### src/rtl/fifo_b_pkg.sv
// Shared defaults and entry layout for the hit-info FIFO and the blocks that produce entries.
package fifo_b_pkg;

    localparam int FB_DATA_W = 8;
    localparam int FB_DEPTH  = 64;
    localparam int FB_CNT_W  = 8;

    typedef struct packed {
        logic [FB_DATA_W-1:0] s;
        logic [FB_DATA_W-1:0] q;
        logic [FB_DATA_W-1:0] len;
    } entry_t;

    function automatic entry_t mk_entry(input logic [FB_DATA_W-1:0] s,
                                        input logic [FB_DATA_W-1:0] q,
                                        input logic [FB_DATA_W-1:0] len);
        entry_t e;
        e.s   = s;
        e.q   = q;
        e.len = len;
        return e;
    endfunction

endpackage

### src/rtl/fifo_b_mem.sv
// Entry storage: register array, one synchronous write port and one registered read port.
module fifo_b_mem
    import fifo_b_pkg::*;
#(
    parameter int DATA_W = FB_DATA_W,
    parameter int DEPTH  = FB_DEPTH,
    parameter int AW     = (DEPTH > 1) ? $clog2(DEPTH) : 1
) (
    input  logic                clk,
    input  logic                reset,
    input  logic                we,
    input  logic [AW-1:0]       waddr,
    input  logic [3*DATA_W-1:0] wdata,
    input  logic                re,
    input  logic [AW-1:0]       raddr,
    output logic [3*DATA_W-1:0] rdata
);

    logic [3*DATA_W-1:0] mem [DEPTH];

    always_ff @(posedge clk) begin
        if (we) mem[waddr] <= wdata;
    end

    // Read-before-write: a read and write to the same slot returns the old entry.
    always_ff @(posedge clk or negedge reset) begin
        if (!reset)  rdata <= '0;
        else if (re) rdata <= mem[raddr];
    end

endmodule

### src/rtl/fifo_b.sv
// Hit-info FIFO: {s, q, len} triples, zero-length writes filtered, pointer/count/flag control.
module fifo_b
    import fifo_b_pkg::*;
#(
    parameter int DATA_W = FB_DATA_W,
    parameter int DEPTH  = FB_DEPTH,
    parameter int CNT_W  = FB_CNT_W
) (
    input  logic              clk,
    input  logic              reset,
    input  logic [DATA_W-1:0] in_s,
    input  logic [DATA_W-1:0] in_q,
    input  logic [DATA_W-1:0] in_len,
    output logic [DATA_W-1:0] out_s,
    output logic [DATA_W-1:0] out_q,
    output logic [DATA_W-1:0] out_len,
    input  logic              wr_en,
    input  logic              rd_en,
    output logic              empty,
    output logic              full,
    output logic [CNT_W-1:0]  count
);

    localparam int AW = (DEPTH > 1) ? $clog2(DEPTH) : 1;

    logic [AW-1:0]       wptr, rptr;
    logic [CNT_W-1:0]    cnt;
    logic                rd_acc, wr_acc;
    logic [3*DATA_W-1:0] rdata;

    function automatic logic [AW-1:0] ptr_inc(input logic [AW-1:0] p);
        return (p == AW'(DEPTH - 1)) ? '0 : p + 1'b1;
    endfunction

    assign empty  = (cnt == '0);
    assign full   = (cnt == CNT_W'(DEPTH));
    assign count  = cnt;

    // A concurrent read frees the slot, so a full FIFO still takes the write.
    assign rd_acc = rd_en && !empty;
    assign wr_acc = wr_en && (in_len != '0) && (!full || rd_acc);

    always_ff @(posedge clk or negedge reset) begin
        if (!reset) begin
            wptr <= '0;
            rptr <= '0;
            cnt  <= '0;
        end else begin
            if (wr_acc) wptr <= ptr_inc(wptr);
            if (rd_acc) rptr <= ptr_inc(rptr);
            case ({wr_acc, rd_acc})
                2'b10:   cnt <= cnt + 1'b1;
                2'b01:   cnt <= cnt - 1'b1;
                default: cnt <= cnt;
            endcase
        end
    end

    fifo_b_mem #(.DATA_W(DATA_W), .DEPTH(DEPTH), .AW(AW)) u_mem (
        .clk   (clk),
        .reset (reset),
        .we    (wr_acc),
        .waddr (wptr),
        .wdata ({in_s, in_q, in_len}),
        .re    (rd_acc),
        .raddr (rptr),
        .rdata (rdata)
    );

    assign {out_s, out_q, out_len} = rdata;

endmodule

### config.mk
export PLATFORM = sky130hd
export DESIGN_NAME = fifo_b
export DESIGN_NICKNAME = d
export VERILOG_FILES = /design/src/rtl/fifo_b_pkg.sv /design/src/rtl/fifo_b_mem.sv /design/src/rtl/fifo_b.sv
export SDC_FILE = /design/constraint.sdc
export NUM_CORES = 2
export LEC_CHECK = 0
export ABC_AREA = 1
export CAP_MARGIN = 40
export CORE_ASPECT_RATIO = 0.7
export CORE_MARGIN = 1
export CORE_UTILIZATION = 58
export CTS_BUF_LIST = sky130_fd_sc_hd__clkbuf_2
export DETAILED_ROUTE_END_ITERATION = 10
export PLACE_DENSITY_LB_ADDON = 0.25
export SKIP_CTS_REPAIR_TIMING = 1
export SLEW_MARGIN = 10
export SYNTH_ARGS = -nofsm -noshare
export SYNTH_HDL_FRONTEND = slang
export SYNTH_HIERARCHICAL = 1
export SYNTH_SLANG_ARGS = --single-unit
### constraint.sdc
create_clock -name clk -period 8.8 [get_ports clk]
set_clock_uncertainty 0.2 [all_clocks]
set_input_delay 1.76 -clock clk [delete_from_list [all_inputs] [get_ports clk]]
set_output_delay 1.76 -clock clk [all_outputs]
set_load 0.05 [all_outputs]
# Yosys cells after proc, flatten, opt, wreduce, memory -nomap -nowiden
# Memories as Yosys holds them, arrays and structs flattened. A register that Yosys moved wholly into a read port is not among the register bits.
# Cells that the tools add are included.
[classes]
eq_ne = 5
reduce_logical = 10
muxes = 5
n_addsub = 4
[ops]
columns = ["cell", "count"]
rows = [
  ["$pmux W8 S2", 1],
  ["$add A6 B1 Y6 const B", 2],
  ["$eq A6 B6 Y1 const B", 2],
  ["$mux W6", 2],
  ["$add A8 B1 Y8 const B", 1],
  ["$eq A8 B7 Y1 const B", 1],
  ["$logic_not A8 Y1", 1],
  ["$reduce_bool A8 Y1", 1],
  ["$sub A8 B1 Y8 const B", 1],
  ["$logic_and A1 B1 Y1", 3],
  ["$logic_not A1 Y1", 3],
  ["$eq A2 B1 Y1 const B", 1],
  ["$eq A2 B2 Y1 const B", 1],
  ["$mux W1", 2],
  ["$reduce_bool A2 Y1", 1],
  ["$logic_or A1 B1 Y1", 1],
]
[totals]
in_bits = 28
ramBits = 1536
regBits = 20
mem_count = 1
[memory_table]
columns = ["name", "depth", "width", "rd", "rd_ports_with_merged_regs", "write_ports", "line", "source"]
rows = [
  ["u_mem.mem", 64, 24, 1, 1, 1, "fifo_b_mem.sv:19", "logic [3*DATA_W-1:0] mem [DEPTH];"],
]

# Longest topological paths before layout
[logic_depth]
depth_word = 7
depth_mapped = 15
ltp_nobuf = 14

# Cells and area by module
# Netlist, hierarchy kept.
[by_module_without_submodules]
columns = ["mod", "cells_per_inst", "seq_area_each_um2", "instances", "area_per_inst_um2"]
rows = [
  ["fifo_b_mem", 5212, 46724.8, 1, 63051.7],
  ["fifo_b", 177, 500.5, 1, 1413.9],
]

# Least setup slack after synthesis
# No wires, ideal clock.
[synth_timing]
path_kind = "input port to flip-flop"
from = "in in_len[0]"
to = "mem u_mem/mem[48][0] in the netlist's numbering, enable pin"
path_slack_ns = 2.964
stages = 9
t_arrival_ns = 5.169
setup_ns = 0.466
t_required_ns = 8.134
path_cell_list = "nor2_1 > nand2_1 > o21ai_4 > inv_1 > o21ai_4 > inv_4 > clkbuf_1 > nand4_1 > nor4_1"
[synth_between]
elab_chain_len = 5
[synth_lines]
columns = ["item", "line", "source"]
rows = [
  ["from (decl)", "fifo_b.sv:13", "input logic [DATA_W-1:0] in_len,"],
  ["$reduce_bool A8 Y1", "fifo_b.sv:41", "assign wr_acc = wr_en && (in_len != '0) && (!full || rd_acc);"],
  ["$logic_and A1 B1 Y1 (2 in series)", "fifo_b.sv:41", ""],
  ["net wr_acc", "fifo_b.sv:28", "logic rd_acc, wr_acc;"],
  ["$mux W1", "fifo_b_mem.sv:22", "if (we) mem[waddr] <= wdata;"],
  ["$mux W1 (not written as such)", "fifo_b_mem.sv:22", ""],
  ["to (decl)", "fifo_b_mem.sv:19", ""],
]
# The timed path passes the listed nets, and every way through them passes these cells.

# Worst setup path in the final report
[layout_timing]
from = "reg cnt[5], in the netlist count[5]"
to = "out full"
[layout_between]
elab_chain_len = 1
[layout_lines]
columns = ["item", "line", "source"]
rows = [
  ["from (decl)", "fifo_b.sv:27", "logic [CNT_W-1:0] cnt;"],
  ["from (signal assigned)", "fifo_b.sv:52", "2'b10: cnt <= cnt + 1'b1;"],
  ["from (signal assigned)", "fifo_b.sv:53", "2'b01: cnt <= cnt - 1'b1;"],
  ["from (signal assigned)", "fifo_b.sv:54", "default: cnt <= cnt;"],
  ["$eq A8 B7 Y1", "fifo_b.sv:36", "assign full = (cnt == CNT_W'(DEPTH));"],
  ["to (decl)", "fifo_b.sv:20", "output logic full,"],
]
# No other way between the ends.

==> metrics.txt <==
status=completed; hold violation count in the final report=0; total number of cells along the worst setup path=6; DR WL/cell=23.8 µm; crit-path cells=inv_1 -> nand2_1 -> nor3_1 -> nand3_1 -> inv_1 -> clkdlybuf4s50_1; Buffers & Inverters on Critical Path=3; clk buf depth=4; Reg2Reg Launch Point=rptr[0]$_DFFE_PN0P_; post-synth net total=5426; CTS tree=done; Final TNS setup=0 ps; CTS Sinks=1580; Crit. Startpoint=count[5]$_DFFE_PN0P_; P_sw=9.04 mW; Die Span X=400 µm; first-pass GRT wire length=254000 µm; DR WL met2=73600 µm; Pwr per Cell Area=306 nW/µm²; syn_area_per_cell=12.0 µm²; DRC violations left=0; buffers added on ports=61; sequential fraction of the synthesis area=73.3%; Net Sw Frac=42.5%; reg2reg end=u_mem/rdata[13]$_DFFE_PN0P_; Synthesis Warnings=6; Final Wtd Congestion=0.938; vias per std cell=5.94; Met1 Wirelength=70500 µm; worst r2r path cells=12; Post-DRT Antenna Nets=0; CP Class=flop to output pin; Row Count=101; Critical Path Sink Type=output pin; crit-path max FO=4; Worst setup endpoint=full; Cell Area, Synth=64500 µm²; WL met3=26200 µm; area leader, netlist=edfxtp_1; Synth Instances=5389; share of layout cells above drive strength 1=13.7%; # nets final=5636; final wirelength=174000 µm; Filler cells=8470; DP Area=66300 µm²; initial antenna violation count=9; Max VDD drop=0.313 mV; Netlist cell types=37; Fmax achieved=0.182 GHz; GR Overflow Total=0; post-route cell area=69500 µm²; cell-internal power=12.2 mW; Place WS=3400 ps; fraction of power consumed by the clock network=21.1%; Die Area=113000 µm²; Critical Path Start Type=flop; Worst-path clk slew=110 ps; drt first pass iters=7; pin count of the biggest net entering global routing=234; part of the power in combinational logic=36.9%; Register Area=47200 µm²; cell class contributing the biggest share of worst-path delay=buffers and inverters; worst slew pin tran=1240 ps; Worst R2R Setup Slack=4550 ps; starting density of the core=59.0%; Final min period=5500 ps; FF+latch count, synth=1580; Worst Path Required=6840 ps; Slew Limit Fails=0; top sig layer=met5; count of final setup violators=0; Max Cap Viol=0; Relative slew margins=17.4%; area of the multi-input gates=15200 µm²; Finished Core Util=63.6%; fin worst setup slack=3300 ps; sequential power share=42.1%; Hold Slack=218 ps; Top-Level Pins=62; number of DRC violations after detailed-routing iteration 0=5941; Area contributors post-synth=edfxtp_1 72%, nand3_1 11%, nand2_1 11%, dfrtp_1 1.7%, buf_2 1.2%; DR vias=43409; die height=281 µm; period utilization=62.5%; Core Footprint=109000 µm²; Yosys top cell area share=71.5%; Slowest-stage cell, CP=clkdlybuf4s50_1; vias in the first global route=40155; # H-tree levels=5; Lkg Pwr=25.6 nW; crit path DAT=3540 ps; HP Class=input port to flop; latest clock arrival within the worst-skew pair=1630 ps; clock buffer count from CTS=366; clock root buffer master=clkbuf_2; most used cell along the critical path=inv_1; worst stage delay on the critical path=810 ps; Overall Global Routing Usage=30.7%; Area growth, synth to finish=7.80%; DP HPWL=101000 µm; RSZ-0062 raised after global routing=no
==> how the worst min path moves through the flow <==
stage	from	end	slack, ps	cells after the start
3_5_place_dp	count[3]$_DFFE_PN0P_	count[3]$_DFFE_PN0P_	380	2
4_1_cts	reset	count[4]$_DFFE_PN0P_	-140	2
2_1_floorplan	rptr[1]$_DFFE_PN0P_	rptr[1]$_DFFE_PN0P_	300	2
5_1_grt	in_q[5]	u_mem/mem[4][13]$_DFFE_PP_	100	1
3_3_place_gp	count[3]$_DFFE_PN0P_	count[3]$_DFFE_PN0P_	380	2
6_report	in_q[5]	u_mem/mem[4][13]$_DFFE_PP_	220	1
==> power by group through the flow <==
| stage | Sequential (mW) | Clock, mW | Combinational [mW] |
|---|---|---|---|
| floorplan | 9.08 | 0 | 4.91 |
| global placement | 9.09 | 0 | 7.39 |
| detailed placement | 9.09 | 0 | 7.55 |
| CTS | 8.92 | 4.56 | 7.57 |
| global route | 8.96 | 4.93 | 8.30 |
| finish | 8.94 | 4.48 | 7.83 |
==> layout make-up <==
| class | count | share of cell area (%) |
|---|---|---|
| multi-input cells | 3426 | 21.8 |
| inverters | 40 | 0.272 |
| clock buffers | 541 | 3.90 |
| diodes | 5 | 0.0180 |
| clock inverters | 83 | 0.574 |
| repair buffers | 185 | 2.84 |
| well taps | 1442 | 2.60 |
| flip-flops and latches | 1580 | 68.0 |
==> per-stage QoR <==
stage	std cells	power, mW
3_3_place_gp	6635	16.5
2_1_floorplan	5389	14.0
6_report	7302	21.3
4_1_cts	7293	21.0
5_1_grt	7300	22.2
3_5_place_dp	6669	16.6
==> cells in the mapped netlist <==
library cell,number
dfrtp_1,44
nor4_1,8
xor2_1,9
a21oi_1,4
nor3_1,5
nand2_4,2
nor2_4,2
fa_1,1
inv_2,1
buf_4,37
clkbuf_1,60
inv_1,35
o21ai_0,9
nand4_1,11
buf_8,2
nor2_2,2
nand2_1,1867
nor2_8,1
a21o_1,1
edfxtp_1,1536
buf_1,27
inv_4,3
o21a_1,1
nand3_2,1
buf_12,1
ha_1,8
o21ai_4,2
nand2_2,2
xnor2_1,1
buf_6,60
clkinv_1,1
nand3_1,1408
buf_2,156
o21ai_2,8
nand3b_1,1
nor2_1,70
or2_2,2
==> cell families (layout without fill, tap and decap cells) <==
| family | after synthesis | count (layout) | share of synthesized area (%) |
|---|---|---|---|
| other | 0 | 5 | 0 |
| buffers and inverters | 383 | 849 | 3.52 |
| xor gates and xnor gates | 10 | 10 | 0.136 |
| and+or+nand+nor | 3382 | 3382 | 22.6 |
| adders and majority gates | 9 | 9 | 0.186 |
| DFF | 1580 | 1580 | 73.3 |
| AOI/OAI and AO/OA | 25 | 25 | 0.283 |
==> cells in the final DEF (no fill, tap or decap), types with 10 or more instances in the layout <==
cell / n
edfxtp_1: 1536
nand2_1: 1867
clkdlybuf4s50_1: 36
buf_4: 93
inv_1: 33
buf_12: 18
nand3_1: 1408
nand4_1: 11
buf_2: 10
nor2_1: 14
dfrtp_1: 39
clkbuf_2: 541
nor2_2: 58
buf_8: 17
clkinv_1: 67
==> sequential cells by signal, indices dropped and copies added, names as in the netlist <==
register,cells
u_mem/mem,1536
count,8
u_mem/rdata,24
wptr,6
rptr,6
==> routing by layer <==
metal	global-route usage (%)	vias up
met2	42.0	2750
met1	46.4	20737
met3	10.1	257
met4	9.80	10
met5	0	-
li1	-	19655
Note: power is estimated with default switching activity, not from simulation.
